### config.mk
export PLATFORM = sky130hd
export DESIGN_NAME = gcd_client
export DESIGN_NICKNAME = d
export VERILOG_FILES = /design/src/rtl/gcd_pkg.sv /design/src/rtl/gcd_client_watchdog.sv /design/src/rtl/gcd_client.sv
export SDC_FILE = /design/constraint.sdc
export NUM_CORES = 1
export LEC_CHECK = 0
export BUFFER_PORTS_ARGS = -buffer_cell sky130_fd_sc_hd__buf_2
export CAP_MARGIN = 20
export CORE_MARGIN = 3
export CORE_UTILIZATION = 47
export CTS_CLUSTER_SIZE = 10
export DETAILED_ROUTE_END_ITERATION = 7
export PLACE_DENSITY = 0.78
export SLEW_MARGIN = 0
export SYNTH_ARGS = -nofsm -noshare
export SYNTH_HDL_FRONTEND = slang
export SYNTH_HIERARCHICAL = 1
export SYNTH_SLANG_ARGS = --single-unit
### constraint.sdc
create_clock -name clk_i -period 4.32 [get_ports clk_i]
set_input_delay 0.864 -clock clk_i [delete_from_list [all_inputs] [get_ports clk_i]]
set_output_delay 0.864 -clock clk_i [all_outputs]
set_load 0.05 [all_outputs]
### src/rtl/gcd_pkg.sv
// Shared definitions for the GCD engine and its request-side client.
package gcd_pkg;

    localparam int GCD_DATA_W = 32;

    typedef enum logic [1:0] {
        ST_IDLE  = 2'd0,
        ST_ISSUE = 2'd1,
        ST_WAIT  = 2'd2
    } client_state_e;

endpackage

### src/rtl/gcd_client_watchdog.sv
// WAIT-cycle watchdog for gcd_client: counts while run is high and flags the
// cycle in which the count reaches TIMEOUT_CYCLES-1.
module gcd_client_watchdog #(
    parameter int TIMEOUT_CYCLES = 1024
) (
    input  logic clk_i,
    input  logic rst_i,
    input  logic run,
    output logic expire
);

    localparam int CW = (TIMEOUT_CYCLES > 1) ? $clog2(TIMEOUT_CYCLES) : 1;
    localparam logic [CW-1:0] LIMIT = CW'(TIMEOUT_CYCLES - 1);

    logic [CW-1:0] cnt_reg;

    // Saturating so a lingering run after expiry cannot wrap back into range.
    always_ff @(posedge clk_i or posedge rst_i) begin
        if (rst_i) begin
            cnt_reg <= '0;
        end else if (!run) begin
            cnt_reg <= '0;
        end else if (cnt_reg != LIMIT) begin
            cnt_reg <= cnt_reg + 1'b1;
        end
    end

    assign expire = run && (cnt_reg == LIMIT);

endmodule

### src/rtl/gcd_client.sv
// Request-side initiator for the GCD engine start/valid handshake.
// Optional watchdog timeout is compiled in with GCD_CLIENT_TIMEOUT_EN.
module gcd_client
    import gcd_pkg::*;
#(
    parameter int DATA_W         = GCD_DATA_W,
    parameter int TIMEOUT_CYCLES = 1024,
    parameter int CNT_W          = 16
) (
    input  logic              clk_i,
    input  logic              rst_i,
    input  logic              req_valid_i,
    output logic              req_ready_o,
    input  logic [DATA_W-1:0] req_a_i,
    input  logic [DATA_W-1:0] req_b_i,
    output logic              rsp_valid_o,
    input  logic              rsp_ready_i,
    output logic [DATA_W-1:0] rsp_result_o,
    output logic              rsp_err_o,
    output logic              eng_start_o,
    output logic [DATA_W-1:0] eng_a_o,
    output logic [DATA_W-1:0] eng_b_o,
    input  logic              eng_valid_i,
    input  logic [DATA_W-1:0] eng_result_i,
    output logic              busy_o,
    output logic [CNT_W-1:0]  done_cnt_o
);

    if (TIMEOUT_CYCLES < 1) begin : g_bad_timeout
        $error("gcd_client: TIMEOUT_CYCLES must be at least 1");
    end

    client_state_e      state_reg;
    logic               eng_start_reg;
    logic [DATA_W-1:0]  op_a_reg;
    logic [DATA_W-1:0]  op_b_reg;
    logic               rsp_valid_reg;
    logic [DATA_W-1:0]  rsp_result_reg;
    logic [CNT_W-1:0]   done_cnt_reg;

`ifdef GCD_CLIENT_TIMEOUT_EN
    logic expire;
    logic rsp_err_reg;

    gcd_client_watchdog #(
        .TIMEOUT_CYCLES(TIMEOUT_CYCLES)
    ) u_watchdog (
        .clk_i  (clk_i),
        .rst_i  (rst_i),
        .run    (state_reg == ST_WAIT),
        .expire (expire)
    );

    assign rsp_err_o = rsp_err_reg;
`else
    assign rsp_err_o = 1'b0;
`endif

    // Accept only when the response slot is free or draining this cycle, so a
    // completion can never land on an occupied slot.
    assign req_ready_o = (state_reg == ST_IDLE) && (!rsp_valid_reg || rsp_ready_i);

    always_ff @(posedge clk_i or posedge rst_i) begin
        if (rst_i) begin
            state_reg      <= ST_IDLE;
            eng_start_reg  <= 1'b0;
            op_a_reg       <= '0;
            op_b_reg       <= '0;
            rsp_valid_reg  <= 1'b0;
            rsp_result_reg <= '0;
            done_cnt_reg   <= '0;
`ifdef GCD_CLIENT_TIMEOUT_EN
            rsp_err_reg    <= 1'b0;
`endif
        end else begin
            eng_start_reg <= 1'b0;
            if (rsp_valid_reg && rsp_ready_i) begin
                rsp_valid_reg  <= 1'b0;
                rsp_result_reg <= '0;
`ifdef GCD_CLIENT_TIMEOUT_EN
                rsp_err_reg    <= 1'b0;
`endif
            end
            case (state_reg)
                ST_IDLE: begin
                    if (req_valid_i && req_ready_o) begin
                        op_a_reg      <= req_a_i;
                        op_b_reg      <= req_b_i;
                        eng_start_reg <= 1'b1;
                        state_reg     <= ST_ISSUE;
                    end
                end
                ST_ISSUE: begin
                    state_reg <= ST_WAIT;
                end
                ST_WAIT: begin
                    // A completion in the expiry cycle takes priority over the timeout.
                    if (eng_valid_i) begin
                        rsp_result_reg <= eng_result_i;
                        rsp_valid_reg  <= 1'b1;
                        done_cnt_reg   <= done_cnt_reg + CNT_W'(1);
                        state_reg      <= ST_IDLE;
`ifdef GCD_CLIENT_TIMEOUT_EN
                        rsp_err_reg    <= 1'b0;
                    end else if (expire) begin
                        rsp_result_reg <= '0;
                        rsp_valid_reg  <= 1'b1;
                        rsp_err_reg    <= 1'b1;
                        state_reg      <= ST_IDLE;
`endif
                    end
                end
                default: begin
                    state_reg <= ST_IDLE;
                end
            endcase
        end
    end

    assign eng_start_o  = eng_start_reg;
    assign eng_a_o      = op_a_reg;
    assign eng_b_o      = op_b_reg;
    assign rsp_valid_o  = rsp_valid_reg;
    assign rsp_result_o = rsp_result_reg;
    assign done_cnt_o   = done_cnt_reg;
    assign busy_o       = (state_reg != ST_IDLE);

endmodule

==> impl_metrics.tcl, run 1 <==
set metrics [dict create \
    netlist_top_cells_area "dfrtp_1 (61%), mux2_4 (15%), nand2_1 (5.4%)" \
    gr-total-overflow 0 \
    grt.total_usage 0.209 \
    crit_required_ps 3460 \
    maxSlewHeadroom 0.565 \
    drive_gt1_frac 0.544 \
    synth_most_common_cell "dfrtp_1" \
    fp-row-count 36 \
    syn2layout_area_growth_pct 35.0 \
    path_clk_slew_ps 50 \
    n_antenna_cell 0 \
    path_class "reg -> out" \
    worst_path_max_delay_cell "dfrtp_1" \
    initial_core_util 0.486 \
    drc_errors 0 \
    cts_sinks 116 \
    period_share 0.572 \
    hold_violations 0 \
    reg2regPathDepth 5 \
    ioPinCount 218 \
    cp-start-kind "flip-flop" \
    crit_start "state_reg[1]" \
    max-cap-violations 0 \
    endpoint_kind "output pin" \
    grt_pass1_vias 3463 \
    yosys.area.top_type "dfrtp_1" \
    dp_hpwl_um 8010 \
    ys_ff_latch 116 \
    coreArea_mm2 0.00982 \
    place_congestion 0.736 \
    cts_resized 0 \
    ys_seq_area_frac 0.609 \
    timing.rr.end "eng_b_o[21]" \
    finalSetupViolations 0 \
    port-buffer-count 216 \
    drtAntennaViolNets 0 \
    die_area_mm2 0.0114 \
    r2r-start "state_reg[1]" \
    routed_wl_um 11700 \
    fin_crit_ps 2470 \
    h-tree-depth 4 \
    grt_max_degree 117 \
    vias 3498 \
    finClkSkew_ps 7.25 \
    vias_per_cell 4.89 \
    synth_edf_count 0 \
    synth_area_mm2 0.00477 \
    synthArstFlopShare 1.00 \
    tightest_slew_ps 648 \
    synth_ff_type "dfrtp_1" \
    multiInputGateArea_mm2 0.00168 \
    cts_buffers 17 \
    seqCellArea_mm2 0.00290 \
    rsz0062_at_grt "false" \
    clockBufferDepth 2 \
    synth_nets 453 \
    cp-endpoint "req_ready_o" \
    nNetsFinal 674 \
    crit_chain "or2_4 > nor2_4 > buf_2" \
    dieWidth_um 107 \
    ctsHoldBuffers 0 \
    cts_tree "done" \
    netlist-cell-type-count 29 \
    die_h_um 107 \
    syn_inst 351 \
    wl_per_cell_um 16.4 \
    max_stage_delay_ps 420 \
    crit_path_max_fanout 5 \
    fmax_mhz 405 \
    syn_area_per_cell_um2 13.6 \
    antenna_found_initial 0 \
    fin_tns_setup_ps 0 \
    status "finished clean" \
    grt_pass1_wl_um 18100 \
    first_pass_iters 4 \
    cts_root_buf "clkbuf_8" \
    slew_viol_final 0 \
    synth_top_area_share 0.609 \
    ys_top_cells_by_count "dfrtp_1 (116), nand2_1 (69), mux2_4 (49)" \
    n_fill_cell 768 \
    r2r_slack_ps 2340 \
    cts_setup_buffers 0 \
    clock_latency_ps 510 \
    min-delay-path-class "reg -> reg" \
    drt_iter0_drc 148 \
    cp_data_arrival_time_ps 1610 \
    yosys_warnings 6 \
]
[how the worst min path moves through the flow]
stage,from,to,slack (ps),cells past startpoint
after floorplan,state_reg[0],state_reg[1],550,1
after global placement,done_cnt_o[15],done_cnt_o[15],460,1
after detailed placement,done_cnt_o[15],done_cnt_o[15],470,1
after CTS,done_cnt_o[15],done_cnt_o[15],490,1
after global routing,done_cnt_o[15],done_cnt_o[15],510,1
final,done_cnt_o[15],done_cnt_o[15],480,1
[cell type report]
class | count | share of cell area
clock buffer | 26 | 0.0774
inverter | 2 | 0.00156
multi-input combinational | 214 | 0.261
timing repair buffer | 221 | 0.180
tap | 133 | 0.0259
sequential | 116 | 0.451
clock inverter | 4 | 0.00350
[critical path: cells and delay by family, from the launching register on]
| kind | cells | cell delay [ps] |
|---|---|---|
| simple gates | 2 | 410 |
| flops | 1 | 420 |
| buf+inv | 1 | 270 |
[metrics by stage]
stage / hold WS (ps) / setup slack, ps / std cells / util / instance area (um^2)
2_1_floorplan: 546 / 384 / 351 / - / 4770
3_3_place_gp: 457 / 1800 / 684 / 0.598 / 5870
3_5_place_dp: 474 / 1740 / 684 / 0.598 / 5870
4_1_cts: 489 / 1820 / 714 / 0.651 / 6390
5_1_grt: 511 / 1770 / 716 / 0.655 / 6440
6_report: 477 / 1850 / 716 / 0.655 / 6440
[cells in the final DEF, fill, tap and decap left out, drive strengths merged, types with 2 or more instances in the layout]
cell type,n
nand3,40
buf,221
xor2,3
dfrtp,116
clkbuf,26
nor2,4
and3,3
nand4,5
xnor2,12
clkinv,3
nand2,69
mux2,65
nor3,2
inv,2
and2,3
[logic make-up after synthesis]
logic type,count (synthesis),synth area share
other,1,0.000786
buffers and inverters,21,0.0394
multiplexers,65,0.192
flip-flops,116,0.609
XOR/XNOR,15,0.0276
AND/OR/NAND/NOR,132,0.129
adder cells (fa/ha/maj),1,0.00262
[per-layer routing]
| metal | vias up | share of wire | GRT usage |
|---|---|---|---|
| li1 | 1622 | - | - |
| met1 | 1701 | 0.40 | 0.264 |
| met2 | 153 | 0.50 | 0.332 |
| met3 | 22 | 0.075 | 0.0765 |
| met4 | 0 | 0.017 | 0.0731 |
| met5 | - | 0 | 0 |
Power of run 1 is not shown: default switching activity piles up to over one toggle a cycle in this logic, so the estimate is an artifact.
==> run 2, diff against run 1 <==
--- a/config.mk
+++ b/config.mk
@@ -8,10 +8,10 @@
 export BUFFER_PORTS_ARGS = -buffer_cell sky130_fd_sc_hd__buf_2
 export CAP_MARGIN = 20
 export CORE_MARGIN = 3
-export CORE_UTILIZATION = 47
+export CORE_UTILIZATION = 42
 export CTS_CLUSTER_SIZE = 10
 export DETAILED_ROUTE_END_ITERATION = 7
-export PLACE_DENSITY = 0.78
+export PLACE_DENSITY = 0.74
 export SLEW_MARGIN = 0
 export SYNTH_ARGS = -nofsm -noshare
 export SYNTH_HDL_FRONTEND = slang
==> constraint.sdc (replaced) <==
create_clock -name clk_i -period 2.03 [get_ports clk_i]
set_input_delay 0.406 -clock clk_i [delete_from_list [all_inputs] [get_ports clk_i]]
set_output_delay 0.406 -clock clk_i [all_outputs]
set_load 0.05 [all_outputs]
==> impl_metrics.tcl, run 2 (synthesized netlist as in run 1, its figures left out) <==
set metrics [dict create \
    finClkSkew_ps 5.97 \
    hold_violations 0 \
    grt_max_degree 53 \
    fmax_mhz 531 \
    syn2layout_area_growth_pct 39.1 \
    power_density_mw_per_mm2 2160 \
    path_clk_slew_ps 50 \
    fin_tns_setup_ps 0 \
    fp-row-count 38 \
    clock_latency_ps 400 \
    h-tree-depth 4 \
    finalSetupViolations 0 \
    seqCellArea_mm2 0.00290 \
    die_h_um 113 \
    die_area_mm2 0.0127 \
    clockBufferDepth 2 \
    coreArea_mm2 0.0110 \
    final_area_mm2 0.00663 \
    vias 3531 \
    n_fill_cell 871 \
    port-buffer-count 216 \
    fin_crit_ps 1880 \
    mostFrequentLayoutCell "buf_2" \
    worst_path_max_delay_cell "dfrtp_1" \
    place_congestion 0.768 \
    cts_root_buf "clkbuf_16" \
    final_util 0.604 \
    final_cell_mix "buf_2 (216), dfrtp_1 (116), nand2_1 (69)" \
    maxSlewHeadroom 0.658 \
    grt_pass1_vias 3748 \
    routed_wl_um 11300 \
    cp_data_arrival_time_ps 1480 \
    gr-total-overflow 0 \
    nNetsFinal 681 \
    initial_core_util 0.434 \
    r2r-start "state_reg[1]" \
    cts_setup_buffers 0 \
    crit_start "state_reg[1]" \
    multiInputGateArea_mm2 0.00168 \
    cts_tree "done" \
    path_buf_inv 1 \
    total_leakage_power_uw 0.00355 \
    place_area_mm2 0.00598 \
    endpoint_kind "output pin" \
    crit_required_ps 1620 \
    crit_path_max_fanout 5 \
    grt.total_usage 0.186 \
    first_pass_iters 4 \
    dp_hpwl_um 8250 \
    status "finished clean" \
    crit_chain "or2_4 > nor2_4 > buf_2" \
    cts_sinks 116 \
    antenna_found_initial 1 \
    cts_resized 0 \
    drt_iter0_drc 206 \
    dieWidth_um 113 \
    drive_gt1_frac 0.549 \
    wl_per_cell_um 15.4 \
    min-delay-path-class "in -> reg" \
    max_stage_delay_ps 410 \
    cts_buffers 17 \
    drc_errors 0 \
    rsz0062_at_grt "false" \
    drtAntennaViolNets 0 \
    tightest_slew_ps 513 \
    vias_per_cell 4.82 \
    grt_pass1_wl_um 18700 \
    vdd_drop_max_v 0.00124 \
    slew_viol_final 0 \
    hold_ws_ps 198 \
    cp-start-kind "flip-flop" \
    period_share 0.928 \
    path_class "reg -> out" \
    ioPinCount 218 \
    hp-start "eng_result_i[24]" \
    critPathTopFamily "flip-flops" \
    max-cap-violations 0 \
    n_antenna_cell 0 \
]
[run 2: worst paths after layout]
kind                                    end  slack, ps  cells after the start
min reg2reg                  done_cnt_o[15]        470                      1
max reg2reg                     eng_a_o[22]        260                      5
min in group asynchronous       eng_b_o[16]        540                      3
min                        rsp_result_o[24]        200                      3
max in group asynchronous  rsp_result_o[18]        900                      4
max                             req_ready_o        150                      3
[run 2: timing repair]
action                                  4_1_cts  5_1_grt
endpoints found under the hold margin        14        0
hold buffers                                  1        0
endpoints found under the setup margin        0        0
[run 2: cell type report]
type | count | share of cell area
clock buffer | 23 | 0.0705
timing repair buffer | 228 | 0.184
tap | 140 | 0.0264
inverter | 2 | 0.00170
multi-input combinational | 214 | 0.253
sequential | 116 | 0.438
clock inverter | 9 | 0.0264
[run 2: worst reg2reg max path, stage by stage, from the launching register on]
cell     delay (ps)
dfrtp_1         410
or2_4           280
nor2_4          120
and2_4          270
buf_4           260
mux2_4          320
[run 2: report_power, final]
| part | internal (uW) | switching (uW) |
|---|---|---|
| Sequential | 3350 | 606 |
| Combinational | 2120 | 5030 |
| Clock | 2240 | 996 |
| Total | 7700 | 6630 |
[run 2: per-stage QoR]
step	total power, uW	worst slack (ps)	cells
after floorplan	9650	36.1	351
after global placement	11000	289	699
after detailed placement	11200	244	699
after CTS	14500	111	732
after global routing	15000	72.0	732
final	14300	145	732
[run 2: routing by layer]
layer,vias to the layer above,share of wire,global-route usage
li1,1638,-,-
met2,160,0.48,0.299
met1,1710,0.41,0.228
met5,-,0.0018,0
met4,2,0.015,0.0785
met3,21,0.090,0.0674
Note: power is estimated with default switching activity, not from simulation.
==> run 3, diff against run 2 <==
--- a/config.mk
+++ b/config.mk
@@ -7,11 +7,13 @@
 export LEC_CHECK = 0
 export BUFFER_PORTS_ARGS = -buffer_cell sky130_fd_sc_hd__buf_2
 export CAP_MARGIN = 20
-export CORE_MARGIN = 3
-export CORE_UTILIZATION = 42
+export CELL_PAD_IN_SITES_DETAIL_PLACEMENT = 0
+export CELL_PAD_IN_SITES_GLOBAL_PLACEMENT = 1
+export CORE_MARGIN = 4
+export CORE_UTILIZATION = 32
 export CTS_CLUSTER_SIZE = 10
 export DETAILED_ROUTE_END_ITERATION = 7
-export PLACE_DENSITY = 0.74
+export PLACE_DENSITY = 0.73
 export SLEW_MARGIN = 0
 export SYNTH_ARGS = -nofsm -noshare
 export SYNTH_HDL_FRONTEND = slang
==> impl_metrics.tcl, run 3 (synthesized netlist as in run 1, its figures left out) <==
set metrics [dict create \
    cts_buffers 17 \
    n_antenna_cell 0 \
    clock_latency_ps 400 \
    gr-total-overflow 0 \
    dieWidth_um 130 \
    path_class "reg -> out" \
    antenna_found_initial 1 \
    seqPwrFrac 0.279 \
    grt_pass1_vias 3489 \
    coreArea_mm2 0.0146 \
    cp_data_arrival_time_ps 1480 \
    r2r-start "state_reg[1]" \
    ctsHoldBuffers 0 \
    fin_tns_setup_ps 0 \
    grt_max_degree 117 \
    drive_gt1_frac 0.549 \
    fp-row-count 44 \
    vias_per_cell 4.46 \
    r2r_slack_ps 270 \
    path_buf_inv 1 \
    hold_ws_ps 193 \
    worst_path_max_delay_cell "dfrtp_1" \
    n_fill_cell 1355 \
    place_inst 739 \
    die_h_um 130 \
    die_area_mm2 0.0169 \
    max-cap-violations 0 \
    pwr-share-comb 0.509 \
    cts_sinks 116 \
    drc_errors 0 \
    total_leakage_power_uw 0.00351 \
    wl_per_cell_um 15.2 \
    pwr-share-clk 0.212 \
    drt_iter0_drc 109 \
    fin_crit_ps 1890 \
    cts_setup_buffers 0 \
    cts_root_buf "clkbuf_16" \
    p_sw_uw 6630 \
    crit_required_ps 1620 \
    nNetsFinal 676 \
    grt.total_usage 0.134 \
    top_layer "met5" \
    min-delay-path-class "in -> async" \
    wl_met3_um 1300 \
    clockBufferDepth 2 \
    cts_tree "done" \
    tightest_slew_ps 611 \
    period_share 0.931 \
    maxSlewHeadroom 0.592 \
    initial_core_util 0.327 \
    status "finished clean" \
    h-tree-depth 4 \
    cts_resized 0 \
    final_cell_mix "buf_2 (216), dfrtp_1 (116), nand2_1 (69)" \
    timing.rr.end "eng_b_o[21]" \
    vias 3431 \
    fin_cells 770 \
    finClkSkew_ps 8.12 \
    power_density_mw_per_mm2 2130 \
    finalSetupViolations 0 \
    crit_path_max_fanout 5 \
    port-buffer-count 216 \
    reg2regPathDepth 5 \
    drtAntennaViolNets 0 \
    routedLengthMet1_um 4730 \
    grt_pass1_wl_um 17800 \
    path_clk_slew_ps 50 \
    rsz0062_at_grt "false" \
    wl_met2_um 5560 \
    place_ws_ps 256 \
    max_stage_delay_ps 410 \
    ioPinCount 218 \
    cp-start-kind "flip-flop" \
    fin_ws_ps 140 \
    routed_wl_um 11700 \
    p_int_uw 7430 \
    syn2layout_area_growth_pct 38.4 \
    crit_chain "or2_4 > nor2_4 > buf_2" \
    swShare 0.472 \
    mostFrequentLayoutCell "buf_2" \
    fmax_mhz 529 \
    place_congestion 0.768 \
    endpoint_kind "output pin" \
    vdd_drop_max_v 0.00103 \
    dp_hpwl_um 8310 \
    critPathTopFamily "flip-flops" \
    hold_violations 0 \
    first_pass_iters 4 \
    slew_viol_final 0 \
]
run 3: power groups by stage:
stage,Clock (uW),Sequential (uW),Combinational (uW)
2_1_floorplan,0,7450,2190
3_3_place_gp,0,3940,7150
3_5_place_dp,0,3950,7230
4_1_cts,3080,3940,7250
5_1_grt,3190,4070,7500
6_report,2980,3920,7160
run 3: worst max-delay path by stage:
stage	startpoint	to	slack (ps)	cells after the start
floorplan	rsp_valid_o	eng_a_o[0]	40	6
global placement	state_reg[1]	eng_b_o[21]	290	5
detailed placement	state_reg[1]	eng_b_o[20]	260	5
CTS	state_reg[1]	req_ready_o	100	3
global route	state_reg[1]	req_ready_o	50	3
finish	state_reg[1]	req_ready_o	140	3
run 3: through the flow:
step / utilization / power [uW] / instance area (um^2)
4_1_cts: 0.452 / 14300 / 6600
6_report: 0.452 / 14100 / 6600
3_3_place_gp: 0.412 / 11100 / 6010
5_1_grt: 0.452 / 14800 / 6600
3_5_place_dp: 0.412 / 11200 / 6010
2_1_floorplan: - / 9650 / 4770
run 3: layer usage:
metal	track usage	up-vias
met1	0.159	1646
li1	-	1623
met2	0.217	150
met3	0.0679	10
met5	0	-
met4	0.0367	2
run 3: worst reg2reg max path, cell delays in order, from the launching register on:
cell	delay, ps
dfrtp_1	410
or2_4	280
nor2_4	110
and2_4	180
buf_12	280
mux2_2	390
run 3: final cells by class:
cell class	count	area (um^2)	share of cell area
well taps	184	230	0.0349
inverters	2	11.3	0.00171
repair buffers	223	1180	0.179
clock buffers	21	460	0.0698
clock inverters	10	131	0.0199
multi-input cells	214	1680	0.254
flip-flops and latches	116	2900	0.440
